### src/rtl/cnn_seq_if.sv
// Handshake bundle between the CNN layer sequencer and the datapath that runs its stages.
// The master drives launch, abort, pool mask and stage-done strobes; the slave (the sequencer) drives enables and status.
interface cnn_seq_if #(
    parameter int NUM_LAYERS = 4,
    parameter int LW         = 4
);
    logic                  start;
    logic                  abort;
    logic [NUM_LAYERS-1:0] pool_mask;
    logic                  conv_done;
    logic                  pool_done;
    logic                  gap_done;
    logic                  fc_done;
    logic                  conv_en;
    logic                  relu_en;
    logic                  pool_en;
    logic                  gap_en;
    logic                  fc_en;
    logic                  busy;
    logic                  done;
    logic                  error;
    logic [2:0]            err_stage;
    logic [LW-1:0]         layer_idx;
    logic [2:0]            debug_state;

    modport master (
        output start, abort, pool_mask, conv_done, pool_done, gap_done, fc_done,
        input  conv_en, relu_en, pool_en, gap_en, fc_en, busy, done, error,
               err_stage, layer_idx, debug_state
    );

    modport slave (
        input  start, abort, pool_mask, conv_done, pool_done, gap_done, fc_done,
        output conv_en, relu_en, pool_en, gap_en, fc_en, busy, done, error,
               err_stage, layer_idx, debug_state
    );
endinterface

### src/rtl/cnn_layer_sequencer.sv
// Sequences one CNN inference: per-layer conv(+relu) with optional pooling, then GAP, FC, DONE.
// A per-stage watchdog traps a stalled stage into ERR; abort or rst recovers.
module cnn_layer_sequencer #(
    parameter int NUM_LAYERS     = 4,
    parameter int TIMEOUT_CYCLES = 1024,
    parameter int LW             = 4
) (
    input logic      clk,
    input logic      rst,
    cnn_seq_if.slave bus
);
    localparam logic [2:0] S_IDLE = 3'd0;
    localparam logic [2:0] S_CONV = 3'd1;
    localparam logic [2:0] S_POOL = 3'd2;
    localparam logic [2:0] S_GAP  = 3'd3;
    localparam logic [2:0] S_FC   = 3'd4;
    localparam logic [2:0] S_DONE = 3'd5;
    localparam logic [2:0] S_ERR  = 3'd6;

    localparam int            TW      = (TIMEOUT_CYCLES > 1) ? $clog2(TIMEOUT_CYCLES) : 1;
    localparam logic [TW-1:0] T_LAST  = (TIMEOUT_CYCLES > 0) ? TW'(TIMEOUT_CYCLES - 1) : {TW{1'b0}};
    localparam logic          WDOG_EN = (TIMEOUT_CYCLES > 0) ? 1'b1 : 1'b0;
    localparam logic [LW-1:0] L_LAST  = LW'(NUM_LAYERS - 1);

    logic [2:0]       state_r;
    logic [2:0]       state_next_s;
    logic [LW-1:0]    layer_r;
    logic [LW-1:0]    layer_next_s;
    logic [TW-1:0]    timer_r;
    logic [TW-1:0]    timer_next_s;
    logic [2:0]       err_stage_r;
    logic [2:0]       err_stage_next_s;
    logic [7:0]       flags_r;
    logic             restart_s;
    logic             active_s;
    logic             stage_done_s;
    logic             timeout_s;
    logic             last_layer_s;
    logic             pool_sel_s;
    logic [(1<<LW)-1:0] mask_pad_s;

    // Output flag vector {conv,relu,pool,gap,fc,busy,done,error} for a given state code.
    function automatic logic [7:0] decode_flags(input logic [2:0] st);
        logic [7:0] v;
        case (st)
            S_CONV:  v = 8'b1100_0100;
            S_POOL:  v = 8'b0010_0100;
            S_GAP:   v = 8'b0001_0100;
            S_FC:    v = 8'b0000_1100;
            S_DONE:  v = 8'b0000_0010;
            S_ERR:   v = 8'b0000_0001;
            default: v = 8'b0000_0000;
        endcase
        return v;
    endfunction

    // Pool-mask lookup for the current layer and the done strobe owned by the current stage.
    always_comb begin
        mask_pad_s                   = '0;
        mask_pad_s[NUM_LAYERS-1:0]   = bus.pool_mask;
        pool_sel_s                   = mask_pad_s[layer_r];
        last_layer_s                 = (layer_r == L_LAST);
        active_s                     = (state_r >= S_CONV) && (state_r <= S_FC);
        case (state_r)
            S_CONV:  stage_done_s = bus.conv_done;
            S_POOL:  stage_done_s = bus.pool_done;
            S_GAP:   stage_done_s = bus.gap_done;
            S_FC:    stage_done_s = bus.fc_done;
            default: stage_done_s = 1'b0;
        endcase
        timeout_s = WDOG_EN && active_s && (timer_r == T_LAST) && !stage_done_s;
    end

    // Next-state, layer and error-stage logic; abort outranks every other input.
    always_comb begin
        state_next_s     = state_r;
        layer_next_s     = layer_r;
        err_stage_next_s = err_stage_r;
        restart_s        = 1'b0;
        if (bus.abort) begin
            state_next_s     = S_IDLE;
            layer_next_s     = {LW{1'b0}};
            err_stage_next_s = 3'd0;
        end else if (timeout_s) begin
            state_next_s     = S_ERR;
            err_stage_next_s = state_r;
        end else begin
            case (state_r)
                S_IDLE, S_DONE: begin
                    if (bus.start) begin
                        state_next_s = S_CONV;
                        layer_next_s = {LW{1'b0}};
                    end else begin
                        state_next_s = state_r;
                    end
                end
                S_CONV: begin
                    if (!bus.conv_done) begin
                        state_next_s = S_CONV;
                    end else if (pool_sel_s) begin
                        state_next_s = S_POOL;
                    end else if (!last_layer_s) begin
                        state_next_s = S_CONV;
                        layer_next_s = layer_r + LW'(1);
                        restart_s    = 1'b1;
                    end else begin
                        state_next_s = S_GAP;
                    end
                end
                S_POOL: begin
                    if (!bus.pool_done) begin
                        state_next_s = S_POOL;
                    end else if (!last_layer_s) begin
                        state_next_s = S_CONV;
                        layer_next_s = layer_r + LW'(1);
                    end else begin
                        state_next_s = S_GAP;
                    end
                end
                S_GAP: begin
                    if (bus.gap_done) state_next_s = S_FC;
                    else              state_next_s = S_GAP;
                end
                S_FC: begin
                    if (bus.fc_done) state_next_s = S_DONE;
                    else             state_next_s = S_FC;
                end
                S_ERR: begin
                    state_next_s = S_ERR;
                end
                default: begin
                    state_next_s     = S_IDLE;
                    layer_next_s     = {LW{1'b0}};
                    err_stage_next_s = 3'd0;
                end
            endcase
        end
    end

    // Watchdog restarts on every stage entry, including a CONV-to-CONV layer advance.
    always_comb begin
        if ((state_next_s != state_r) || restart_s) begin
            timer_next_s = {TW{1'b0}};
        end else if (active_s) begin
            timer_next_s = timer_r + TW'(1);
        end else begin
            timer_next_s = {TW{1'b0}};
        end
    end

    // State, counters and registered outputs; flags come from the next state so they track state_r exactly.
    always_ff @(posedge clk) begin
        if (rst) begin
            state_r     <= S_IDLE;
            layer_r     <= {LW{1'b0}};
            timer_r     <= {TW{1'b0}};
            err_stage_r <= 3'd0;
            flags_r     <= 8'd0;
        end else begin
            state_r     <= state_next_s;
            layer_r     <= layer_next_s;
            timer_r     <= timer_next_s;
            err_stage_r <= err_stage_next_s;
            flags_r     <= decode_flags(state_next_s);
        end
    end

    assign bus.conv_en     = flags_r[7];
    assign bus.relu_en     = flags_r[6];
    assign bus.pool_en     = flags_r[5];
    assign bus.gap_en      = flags_r[4];
    assign bus.fc_en       = flags_r[3];
    assign bus.busy        = flags_r[2];
    assign bus.done        = flags_r[1];
    assign bus.error       = flags_r[0];
    assign bus.err_stage   = err_stage_r;
    assign bus.layer_idx   = layer_r;
    assign bus.debug_state = state_r;
endmodule

### src/flat_wrapper.sv
// flat-port wrapper written by rule: the top's interface ports become plain ports
module cnn_layer_sequencer_flat 
#(
    parameter int NUM_LAYERS     = 4,
    parameter int TIMEOUT_CYCLES = 1024,
    parameter int LW             = 4
)
  (clk, rst, bus_start, bus_abort, bus_pool_mask, bus_conv_done, bus_pool_done, bus_gap_done, bus_fc_done, bus_conv_en, bus_relu_en, bus_pool_en, bus_gap_en, bus_fc_en, bus_busy, bus_done, bus_error, bus_err_stage, bus_layer_idx, bus_debug_state);
  cnn_seq_if #(.NUM_LAYERS(NUM_LAYERS), .LW(LW)) bus_i ();
  input logic clk;
  input logic rst;
  input wire logic [$bits(bus_i.start)-1:0] bus_start;
  input wire logic [$bits(bus_i.abort)-1:0] bus_abort;
  input wire logic [$bits(bus_i.pool_mask)-1:0] bus_pool_mask;
  input wire logic [$bits(bus_i.conv_done)-1:0] bus_conv_done;
  input wire logic [$bits(bus_i.pool_done)-1:0] bus_pool_done;
  input wire logic [$bits(bus_i.gap_done)-1:0] bus_gap_done;
  input wire logic [$bits(bus_i.fc_done)-1:0] bus_fc_done;
  output wire logic [$bits(bus_i.conv_en)-1:0] bus_conv_en;
  output wire logic [$bits(bus_i.relu_en)-1:0] bus_relu_en;
  output wire logic [$bits(bus_i.pool_en)-1:0] bus_pool_en;
  output wire logic [$bits(bus_i.gap_en)-1:0] bus_gap_en;
  output wire logic [$bits(bus_i.fc_en)-1:0] bus_fc_en;
  output wire logic [$bits(bus_i.busy)-1:0] bus_busy;
  output wire logic [$bits(bus_i.done)-1:0] bus_done;
  output wire logic [$bits(bus_i.error)-1:0] bus_error;
  output wire logic [$bits(bus_i.err_stage)-1:0] bus_err_stage;
  output wire logic [$bits(bus_i.layer_idx)-1:0] bus_layer_idx;
  output wire logic [$bits(bus_i.debug_state)-1:0] bus_debug_state;
  assign bus_i.start = bus_start;
  assign bus_i.abort = bus_abort;
  assign bus_i.pool_mask = bus_pool_mask;
  assign bus_i.conv_done = bus_conv_done;
  assign bus_i.pool_done = bus_pool_done;
  assign bus_i.gap_done = bus_gap_done;
  assign bus_i.fc_done = bus_fc_done;
  assign bus_conv_en = bus_i.conv_en;
  assign bus_relu_en = bus_i.relu_en;
  assign bus_pool_en = bus_i.pool_en;
  assign bus_gap_en = bus_i.gap_en;
  assign bus_fc_en = bus_i.fc_en;
  assign bus_busy = bus_i.busy;
  assign bus_done = bus_i.done;
  assign bus_error = bus_i.error;
  assign bus_err_stage = bus_i.err_stage;
  assign bus_layer_idx = bus_i.layer_idx;
  assign bus_debug_state = bus_i.debug_state;
  cnn_layer_sequencer #(.NUM_LAYERS(NUM_LAYERS), .TIMEOUT_CYCLES(TIMEOUT_CYCLES), .LW(LW)) u_core (.clk(clk), .rst(rst), .bus(bus_i));
endmodule
### config.mk
export PLATFORM = sky130hd
export DESIGN_NAME = cnn_layer_sequencer_flat
export DESIGN_NICKNAME = d
export VERILOG_FILES = /design/src/rtl/cnn_seq_if.sv /design/src/rtl/cnn_layer_sequencer.sv /design/src/flat_wrapper.sv
export SDC_FILE = /design/constraint.sdc
export NUM_CORES = 1
export LEC_CHECK = 0
export CORE_MARGIN = 4
export CORE_UTILIZATION = 52
export CTS_BUF_LIST = sky130_fd_sc_hd__clkbuf_16
export DETAILED_ROUTE_END_ITERATION = 8
export HOLD_SLACK_MARGIN = 0.02
export PLACE_DENSITY = 0.78
export SYNTH_ARGS = -nofsm -noshare
export SYNTH_HDL_FRONTEND = slang
export SYNTH_SLANG_ARGS = --single-unit
### constraint.sdc
create_clock -name clk -period 2.9 [get_ports clk]
set_clock_uncertainty 0.15 [all_clocks]
set_input_delay 0.725 -clock clk [delete_from_list [all_inputs] [get_ports clk]]
set_output_delay 0.725 -clock clk [all_outputs]
set_load 0.01 [all_outputs]
==> summary.md <==
| Metric | Value |
|---|---|
| Status | `finished clean` |
| Crit-path cells | `clkdlybuf4s50_1 -> nor4bb_4 -> or4b_4 -> o31a_1 -> and2_1 -> or2_1 -> nor3_2` |
| Synth Register Bits | `27` |
| Clk_lat worst skew | `260 ps` |
| Stages on worst setup path | `7` |
| Synth top area cells | `dfxtp_1 34%, nor3_2 6.9%, nand2_1 4.2%, xor2_1 3.3%, mux2i_1 3.1%` |
| Initial antenna violation count | `0` |
| Wire per inst | `between 15 and 20 microns` |
| Crit Path Max Fanout | `4` |
| Worst Hold Class | `reg2reg` |
| DIE AREA | `4040 sq um` |
| Final worst setup slack | `around 62 ps` |
| Biggest cell delay along the critical path | `580 ps` |
| Synth Instances | `roughly 180` |
| Peak VDD IR | `around 400 uV` |
| Crit path to | `u_core.flags_r[5]` |
| Remaining DRCs | `0` |
| Number of iterations in the first detailed-routing pass | `4` |
| F_max | `352.3 MHz` |
| Post-synth top area cell | `dfxtp_1` |
| Crit Path Class | `in2reg` |
| Worst hold start | `u_core.bus.err_stage[0]` |
| CP endpoint kind | `register` |
| Unrepaired setup endpoints after global routing | `false` |
| Port Buffer Count | `29` |
| Via count of the first global-routing pass | `about 1500` |
| Max-slew violation count | `0` |
| Final hold vios | `0` |
| Clock buffer depth | `2` |
| Worst-margin pin slew | `630.0 ps` |
| Main synth FF type | `dfxtp_1` |
| Die Y | `63.56 microns` |
| R2R setup slack | `between 200 and 250 ps` |
| Synth Net Count | `between 150 and 200` |
| H-tree depth | `1` |
| Total power draw | `a little under 0.8 mW` |
| Antenna cells | `0` |
| Remaining antenna violation count | `0` |
| Critical Path Source | `bus_conv_done` |
| Leakage | `slightly below 0.8 nW` |
| Synth-to-layout area growth | `32.74%` |
| CTS buffer count | `3` |
| Fin Setup TNS | `0 ps` |
| Final Core Density | `between 70% and 80%` |
| Initial Utilization | `a little under three fifths` |
| Core ar. | `between 2000 and 3000 sq um` |
| Cts hold-fix bufs | `0` |
| Vias | `1475` |
| Final min period | `~2800 ps` |
| Share of Yosys cell area claimed by the top area cell type | `about a third` |
| Cell Rows | `19` |
| GRT Util Overall | `between 20% and 30%` |
| Pwr dens | `around 370 nW/um^2` |
| Cell variety after synth | `50` |
| RePlAce Congestion | `between 0.8 and 0.9` |
| DR iter-0 viols | `57` |
| First-pass GRT wire length | `approximately 6600 microns` |
| WP data arrival | `2870 ps` |
| Critical path startpoint category | `input pin` |
| Worst Path Buf+Inv | `1` |
| Max-cap viol count | `0` |
| Detailed Place HPWL | `roughly 2900 microns` |
| CTS root buf | `clkbuf_16` |
| Layout cells sized above 1 | `between 20% and 30%` |
| Slew HR | `between 50 and 60%` |
| Reg2reg end | `u_core.timer_r[4]` |
| Top delay family on crit path | `simple AND/OR/NAND/NOR gates` |
| Asr flop ratio synth | `0%` |
| Routed WL | `around 4000 microns` |
| Post-synthesis sequential area ratio | `approximately 34%` |
| Yosys warning total | `0` |
| CTS tree | `done` |
| Worst Path Required | `roughly 2900 ps` |
| Vias per cell | `around 5.8` |
| GRT Residual Overflow | `0` |
| Largest net degree at the start of global routing | `18` |
| Critical path's slowest cell | `or4b_4` |
| Setup violators final | `0` |
| Gates resized, CTS repair | `0` |
| Mapped cell area | `1605 sq um` |
| Reg-to-Reg Start | `u_core.bus.layer_idx[1]` |
| Fin nets | `about 240` |
| Syn_area_per_cell | `roughly 9 sq um` |
| Post-CTS Setup Bufs | `0` |
| Reg clk slew, reported paths | `about 60 ps` |
| Final period utilization | `a little over nine tenths` |
| Reg2reg path depth | `8` |
| Clock Sinks | `27` |
| Number of flops mapped to enable cells by yosys | `0` |
| Worst slack at placement | `-212.5 ps` |
| I/O Pins | `30` |
| Die width | `between 60 and 70 microns` |
flip-flops by register name (all words and copies together) (netlist names):
signal,flops
u_core.bus.err_stage,3
u_core.flags_r,7
u_core.bus.layer_idx,4
u_core.timer_r,10
u_core.bus.debug_state,3
kinds of logic (layout without fill, tap and decap cells):
logic type / Yosys count / count (layout) / share of synthesized area (%)
buffers and inverters: 13 / 57 / 4.598
adder cells (fa/ha/maj): 2 / 2 / 1.559
XOR/XNOR: 10 / 10 / 5.456
AND/OR/NAND/NOR: 90 / 90 / 35.77
multiplexers: 6 / 6 / 4.521
flip-flops: 27 / 27 / 33.67
AO/OA/AOI/OAI: 30 / 30 / 14.42
worst reg2reg max path, stage by stage, from the launching register on:
cell and delay, ps:
dfxtp_1 460, ha_1 300, or3b_2 500, a31oi_1 340, nand2b_1 150, o21ai_0 80
a221o_1 310, buf_12 160, nor3_2 150
cells in the mapped netlist (all sizes together) (2+ instances only):
master   number
a21oi         7
a31oi         2
and2          4
buf           7
clkbuf        2
dfxtp        27
ha            2
inv           4
mux2i         5
nand2        19
nand2b        4
nand3         9
nand4         6
nand4bb       2
nor2         13
nor2b         4
nor3         15
nor3b         3
o211ai        3
o21a          2
o21ai         6
or2           2
or3b          2
xnor2         4
xor2          6
worst min-delay path by stage:
stage                     depth (start not counted)  slack, ps                      end
after CTS                                         2        340  u_core.bus.err_stage[1]
after global routing                              2        360  u_core.bus.err_stage[0]
after floorplan                                   1        310        u_core.timer_r[0]
after detailed placement                          2        320  u_core.bus.err_stage[1]
final                                             2        330  u_core.bus.err_stage[0]
after global placement                            2        310  u_core.bus.err_stage[2]
routing by layer:
metal / share of wire (%) / up-vias / track usage, %
met1: 45 / 697 / 24.10
li1: - / 734 / -
met4: 0.67 / 0 / 5.121
met2: 50 / 40 / 36.38
met3: 4.2 / 4 / 4.085
met5: 0 / - / 0
where the power goes:
part | total [mW] | switching (mW) | internal, mW | leakage (nW)
sequential | 0.379 | 0.00472 | 0.374 | 0.218
combinational | 0.106 | 0.0492 | 0.0564 | 0.519
clock | 0.307 | 0.121 | 0.186 | 0.0409
layout make-up:
cell class                 count  area [sq um]
clock buffer                   3         75.07
clock inverter                 1         5.005
fill                         220         721.9
inverter                       4         15.01
multi-input combinational    138         991.0
sequential                    27         540.5
tap                           31         38.79
timing repair buffer          49         465.4
placed cells by master, fill, tap and decap left out, drive strengths merged, types with 2 or more instances in the layout:
| cell | instances |
|---|---|
| a21oi | 7 |
| a31oi | 2 |
| and2 | 4 |
| buf | 20 |
| clkbuf | 3 |
| clkdlybuf4s50 | 29 |
| dfxtp | 27 |
| ha | 2 |
| inv | 4 |
| mux2i | 5 |
| nand2 | 19 |
| nand2b | 4 |
| nand3 | 9 |
| nand4 | 6 |
| nand4bb | 2 |
| nor2 | 13 |
| nor2b | 4 |
| nor3 | 15 |
| nor3b | 3 |
| o211ai | 3 |
| o21a | 2 |
| o21ai | 6 |
| or2 | 2 |
| or3b | 2 |
| xnor2 | 4 |
| xor2 | 6 |
through the flow:
step / instances / instance area, sq um / hold slack, ps
2_1_floorplan: 178 / 1605 / 308.3
3_3_place_gp: 249 / 2051 / 306.2
3_5_place_dp: 249 / 2051 / 317.3
4_1_cts: 253 / 2131 / 335.0
5_1_grt: 253 / 2131 / 359.5
6_report: 253 / 2131 / 331.0
No activity file was read; power rests on OpenSTA's default activity.
